<file path="src/rtl/data_ram_arbiter.sv">
`default_nettype none
// ============================================================================
// Module   : data_ram_arbiter
// Purpose  : Shares one single-port data RAM between the CPU execute stage and
//            a host/debug port. One access per cycle. The CPU has default
//            priority. The host is protected by a starvation counter and may
//            lock the RAM for bursts. Read data returns to its owner one
//            cycle after the grant.
// Ports    : clk, rst                        - clock, async active-high reset
//            cpu_req/we/addr/wdata -> cpu_gnt - CPU request, accepted this cycle
//            cpu_rvalid/cpu_rdata            - CPU read return
//            host_req/we/lock/addr/wdata -> host_gnt - host request
//            host_rvalid/host_rdata          - host read return
//            ram_addr/ram_wdata/ram_en, ram_q - RAM side (ram_en = write enable)
// Revision : 1.0 - initial release
// ============================================================================
module data_ram_arbiter #(
  parameter int ADDR_W        = 7,
  parameter int DATA_W        = 8,
  parameter int HOST_MAX_WAIT = 4
) (
  input  logic              clk,
  input  logic              rst,
  input  logic              cpu_req,
  input  logic              cpu_we,
  input  logic [ADDR_W-1:0] cpu_addr,
  input  logic [DATA_W-1:0] cpu_wdata,
  output logic              cpu_gnt,
  output logic              cpu_rvalid,
  output logic [DATA_W-1:0] cpu_rdata,
  input  logic              host_req,
  input  logic              host_we,
  input  logic              host_lock,
  input  logic [ADDR_W-1:0] host_addr,
  input  logic [DATA_W-1:0] host_wdata,
  output logic              host_gnt,
  output logic              host_rvalid,
  output logic [DATA_W-1:0] host_rdata,
  output logic [ADDR_W-1:0] ram_addr,
  output logic [DATA_W-1:0] ram_wdata,
  output logic              ram_en,
  input  logic [DATA_W-1:0] ram_q
);

  // Counter must hold HOST_MAX_WAIT; keep at least one bit when it is 0.
  localparam int c_WAIT_W = (HOST_MAX_WAIT < 1) ? 1 : $clog2(HOST_MAX_WAIT + 1);
  localparam logic [c_WAIT_W-1:0] c_WAIT_MAX = c_WAIT_W'(HOST_MAX_WAIT);

  typedef enum logic [1:0] {
    S_IDLE      = 2'd0,
    S_CPU       = 2'd1,
    S_HOST      = 2'd2,
    S_HOST_LOCK = 2'd3
  } state_t;

  state_t              r_state;
  state_t              w_next_state;
  logic [c_WAIT_W-1:0] r_wait_cnt;
  logic                r_cpu_rd_pend;
  logic                r_host_rd_pend;
  logic [DATA_W-1:0]   r_cpu_rdata;
  logic [DATA_W-1:0]   r_host_rdata;
  logic                w_cpu_gnt;
  logic                w_host_gnt;

  // Grant decision. Reset forces both grants low so nothing reaches the RAM
  // while reset is asserted, even mid-cycle.
  always_comb begin
    w_cpu_gnt  = 1'b0;
    w_host_gnt = 1'b0;
    if (!rst) begin
      if (r_state == S_HOST_LOCK) begin
        w_host_gnt = host_req;
      end else if (cpu_req && host_req) begin
        // With HOST_MAX_WAIT = 0 the counter sits at 0 == max, so the host
        // always wins contention.
        if (r_wait_cnt == c_WAIT_MAX) begin
          w_host_gnt = 1'b1;
        end else begin
          w_cpu_gnt = 1'b1;
        end
      end else begin
        w_cpu_gnt  = cpu_req;
        w_host_gnt = host_req;
      end
    end
  end

  always_comb begin
    w_next_state = S_IDLE;
    if (r_state == S_HOST_LOCK) begin
      // Lock is released only on an edge where the host is not being served.
      w_next_state = (!w_host_gnt && !host_lock) ? S_IDLE : S_HOST_LOCK;
    end else if (w_host_gnt) begin
      w_next_state = host_lock ? S_HOST_LOCK : S_HOST;
    end else if (w_cpu_gnt) begin
      w_next_state = S_CPU;
    end
  end

  always_ff @(posedge clk or posedge rst) begin
    if (rst) begin
      r_state        <= S_IDLE;
      r_wait_cnt     <= '0;
      r_cpu_rd_pend  <= 1'b0;
      r_host_rd_pend <= 1'b0;
      r_cpu_rdata    <= '0;
      r_host_rdata   <= '0;
    end else begin
      r_state <= w_next_state;

      if (w_host_gnt) begin
        r_wait_cnt <= '0;
      end else if (host_req && (r_wait_cnt != c_WAIT_MAX)) begin
        r_wait_cnt <= r_wait_cnt + 1'b1;
      end

      r_cpu_rd_pend  <= w_cpu_gnt & ~cpu_we;
      r_host_rd_pend <= w_host_gnt & ~host_we;

      // Capture the returned word so it stays visible until the next read.
      if (r_cpu_rd_pend) begin
        r_cpu_rdata <= ram_q;
      end
      if (r_host_rd_pend) begin
        r_host_rdata <= ram_q;
      end
    end
  end

  assign cpu_gnt  = w_cpu_gnt;
  assign host_gnt = w_host_gnt;

  // CPU drives the RAM bus whenever the host is not granted.
  assign ram_addr  = w_host_gnt ? host_addr  : cpu_addr;
  assign ram_wdata = w_host_gnt ? host_wdata : cpu_wdata;
  assign ram_en    = (w_host_gnt & host_we) | (w_cpu_gnt & cpu_we);

  // RAM output is valid in the return cycle; afterwards the held copy is used.
  assign cpu_rvalid  = r_cpu_rd_pend;
  assign cpu_rdata   = r_cpu_rd_pend  ? ram_q : r_cpu_rdata;
  assign host_rvalid = r_host_rd_pend;
  assign host_rdata  = r_host_rd_pend ? ram_q : r_host_rdata;

endmodule
`default_nettype wire

</file>
<file path="config.mk">
export PLATFORM = sky130hd
export DESIGN_NAME = data_ram_arbiter
export DESIGN_NICKNAME = d
export VERILOG_FILES = /design/src/rtl/data_ram_arbiter.sv
export SDC_FILE = /design/constraint.sdc
export NUM_CORES = 1
export LEC_CHECK = 0
export ABC_AREA = 1
export ABC_CLOCK_PERIOD_IN_PS = 5500
export CORE_MARGIN = 5
export CORE_UTILIZATION = 38
export CTS_CLUSTER_SIZE = 30
export DETAILED_ROUTE_END_ITERATION = 6
export PLACE_DENSITY_LB_ADDON = 0.1
export SYNTH_ARGS = -nofsm -noshare
export SYNTH_HDL_FRONTEND = slang
export SYNTH_SLANG_ARGS = --single-unit
</file>
<file path="constraint.sdc">
create_clock -name clk -period 5.5 [get_ports clk]
set_clock_uncertainty 0.2 [all_clocks]
set_input_delay 1.1 -clock clk [delete_from_list [all_inputs] [get_ports clk]]
set_output_delay 1.1 -clock clk [all_outputs]
set_load 0.05 [all_outputs]
</file>
==> reports/qor_table.md <==
| Quantity | Value | Unit |
|:---|:---|:---|
| Clock Path Buffers | 2 | - |
| Remaining max-slew budget at the tightest pin | 64.94 | % |
| Clock latency on the worst-skew pair | 0.31 | ns |
| Area used by sequential logic in the layout | 575.6 | um^2 |
| Die span in y | 66.19 | um |
| Synth Instances | 133 | - |
| Total standard cell area after synthesis | 0.001200 | mm^2 |
| Critical-path maximum fanout | 20 | - |
| Number of buffers added to fix hold violations after cts | 0 | - |
| Depth of the worst register-to-register path | 7 | - |
| Area share of the largest cell type after synthesis | 47.97 | % |
| Final cell count without fillers | 257 | - |
| Total gr overflow | 0 | - |
| Startpoint of the lowest-slack register-to-register path | r_wait_cnt[0]$_DFFE_PP0P_ | - |
| Maximum number of pins on one net before global-route repair | 25 | - |
| Nature of the critical path startpoint | primary input | - |
| Drt via density | 4.362 | - |
| Iter 0 DRT Violations | 43 | - |
| IO Pins | 81 | - |
| Root buffer selected by CTS | clkbuf_4 | - |
| Post-Route WL | 3091 | um |
| Vias in the first global route | 1175 | - |
| Slowest Stage Delay on Critical Path | 0.80 | ns |
| Antenna violations before repair | 0 | - |
| Final Setup Violations | 0 | - |
| Transition time of the tightest slew-check pin | 0.5243 | ns |
| Initial Util | 39.30 | % |
| Sequential-to-total area share from yosys stat | 47.97 | % |
| Aggregate negative setup slack | 0 | ns |
| Critical Path Sink | ram_addr[3] | - |
| Net total in the final layout | 261 | - |
| TritonCTS clock tree | yes | - |
| Number of buffer and inverter instances along the worst setup path | 4 | - |
| Multi-input combinational cell area | 531.8 | um^2 |
| Critical Path Source | host_req | - |
| Remaining routing DRC violations | 0 | - |
| Post-Synthesis Net Count | 180 | - |
| Worst slack on hold paths | 0.3072 | ns |
| Cell area power density | 378.7 | mW/mm^2 |
| Clock-pin slew reported for the worst setup and hold paths after clock tree synthesis | 0.10 | ns |
| Post-synthesis xor/xnor area fraction | 0.7299 | % |
| Filler cell count | 268 | - |
| Cell taking the most area after synthesis | dfrtp_1 | - |
| Wirelength per Cell | 12.03 | um |
| Cell family with the largest share of critical-path delay | buffers and inverters | - |
| Row Count | 20 | - |
| Global-route wire length before repair | 4878 | um |
| Synthesized flop and latch total | 23 | - |
| CTS H-Tree Depth | 1 | - |
| PostCTS Resize Cnt | 0 | - |
| Combinational family with the most area after synthesis | simple AND/OR/NAND/NOR gates | - |
| Maximum ir drop on the vdd rail | 0.3028 | mV |
| Number of diodes added for antenna fixing | 0 | - |
| Sinks on Clock Net | 23 | - |
| Portion of netlist area occupied by mux cells | 15.02 | % |
| Number of buffers created by CTS | 3 | - |
| Post-synthesis share of cell area spent on and, or, nand and nor gates | 24.61 | % |
| Synthesized-area fraction occupied by ao, oa, aoi and oai cells | 1.877 | % |
| RSZ-0062 raised after global routing | no | - |
| Post-route clock period utilization | 84.58 | % |
| RePlAce Congestion | 0.7119 | - |
| Total chip power | 0.7710 | mW |
| Maximum operating frequency | 215.0 | MHz |
| Number of maximum-capacitance constraint violations | 0 | - |
| Layout cells sized above 1 | 14.08 | % |
| Count of port buffers added during placement | 80 | - |
| R2r setup slk | 3.70 | ns |
| Cell variety after synth | 19 | - |
| LEAKAGE | 0.9550 | nW |
| Number of cells after detailed placement | 253 | - |
| Number of cells on the critical path | 8 | - |
| Total Routing Usage GR | 14.17 | % |
| Adder-cell share of the synthesized area | 2.086 | % |
| Std-Cell Core Area | 0.003053 | mm^2 |
| Critical path class | in -> out | - |
| Class of the tightest hold or removal check | reg -> reg | - |
| Number of nets with antenna violations after detailed routing | 0 | - |
| Run status | finished clean | - |
| Horizontal die dimension | 66.19 | um |
| Worst-path cell with the longest stage delay | clkdlybuf4s50_1 | - |
| Number of warnings reported in the yosys synthesis log | 0 | - |
| Synthesized area per cell | 9.022 | um^2 |
| Series of cell instances along the critical path | clkdlybuf4s50_1 > nand2_2 > inv_2 > nand2_2 > inv_2 > nand2_1 > nand2_1 > clkdlybuf4s50_1 | - |
| Area growth from synthesis to final layout | 69.66 | % |
| Final count of pins violating max slew | 0 | - |
| Arrival time reported for the critical path endpoint | 3.35 | ns |
| Detail Placement HPWL | 2605 | um |
| Reg-to-Reg End | r_wait_cnt[0]$_DFFE_PP0P_ | - |
| Element type at the critical path end | primary output | - |
| Die Footprint | 0.004381 | mm^2 |
| Final hold violations | 0 | - |
| Final Critical Period | 4.652 | ns |
| First drt pass iteration count | 2 | - |
| Number of setup buffers added after CTS | 0 | - |
| Via count of the routed design | 1121 | - |
| Critical path data required time | 4.20 | ns |
| Top area cells in the synthesized netlist | dfrtp_1, nand2_1, mux2_2 | - |
-- metal layers --
layer  GRT usage (%)  part of all wire, %  vias up  wire length [um]
met3           4.082                  4.9        2               153
met5               0                    0        -                 0
met4           1.523                 0.23        0                 7
li1                -                    -      576                 -
met1           14.98                   40      511              1238
met2           28.00                   55       32              1690
-- registers in the layout, indices dropped and copies added (netlist names) --
signal,count
r_host_rdata,8
host_rvalid,1
cpu_rvalid,1
r_wait_cnt,3
r_cpu_rdata,8
r_state,2
-- through the flow --
| step | setup slack (ns) | instance area (um^2) | utilization [%] |
|---|---|---|---|
| floorplan | 1.605 | 1200 | - |
| global placement | 0.8768 | 2009 | 65.82 |
| detailed placement | 0.8323 | 2009 | 65.82 |
| CTS | 0.8324 | 2036 | 66.68 |
| global route | 0.6899 | 2036 | 66.68 |
| finish | 0.8481 | 2036 | 66.68 |
-- worst min path at each step --
stage                                   start  cells after the start                        end  slack, ns
finish              r_host_rdata[4]$_DFF_PP0_                      1  r_host_rdata[4]$_DFF_PP0_       0.31
detailed placement   r_cpu_rdata[1]$_DFF_PP0_                      1   r_cpu_rdata[1]$_DFF_PP0_       0.29
floorplan           r_wait_cnt[0]$_DFFE_PP0P_                      2  r_wait_cnt[0]$_DFFE_PP0P_       0.33
global placement     r_cpu_rdata[0]$_DFF_PP0_                      1   r_cpu_rdata[0]$_DFF_PP0_       0.28
global route         r_cpu_rdata[4]$_DFF_PP0_                      1   r_cpu_rdata[4]$_DFF_PP0_       0.32
CTS                  r_cpu_rdata[4]$_DFF_PP0_                      1   r_cpu_rdata[4]$_DFF_PP0_       0.31
-- cells in the final DEF, fill, tap and decap left out --
cell type | netlist | layout
xor2_1 | 1 | 1
o21ai_0 | 2 | 2
nand3_2 | 1 | 1
clkdlybuf4s50_1 | 0 | 79
mux2_2 | 16 | 16
inv_1 | 9 | 9
dfrtp_1 | 23 | 23
nand4_1 | 1 | 1
clkbuf_4 | 0 | 3
nand2_2 | 5 | 5
nor2_1 | 4 | 4
inv_2 | 2 | 2
nand3_1 | 4 | 4
o21bai_1 | 1 | 1
clkbuf_1 | 0 | 1
nor2_2 | 1 | 1
a21oi_1 | 1 | 1
buf_4 | 0 | 2
ha_1 | 2 | 2
nand2_1 | 55 | 55
-- synth_stat cells (all sizes together) --
library cell   n
nand2         60
dfrtp         23
mux2          16
inv           11
buf            5
nand3          5
nor2           5
ha             2
o21ai          2
a21oi          1
nand4          1
o21bai         1
xor2           1
-- logic make-up after synthesis --
group | after synthesis
AOI/OAI and AO/OA | 4
xor gates and xnor gates | 1
adders and majority gates | 2
buffers and inverters | 16
DFF | 23
muxes | 16
and+or+nand+nor | 71
-- layout make-up --
type | count | share of cell area (%)
timing repair buffer | 81 | 39.58
sequential | 23 | 28.27
multi-input combinational | 94 | 26.12
tap | 44 | 2.704
inverter | 11 | 2.028
clock buffer | 4 | 1.291
-- power breakdown --
part,switching [mW],total [mW],internal [mW],leakage (nW)
combinational,0.284,0.456,0.172,0.660
clock,0.0458,0.0741,0.0283,0.0150
sequential,0.0215,0.240,0.219,0.280
total,0.352,0.771,0.419,0.955
Power figures use the tool's default switching activity.
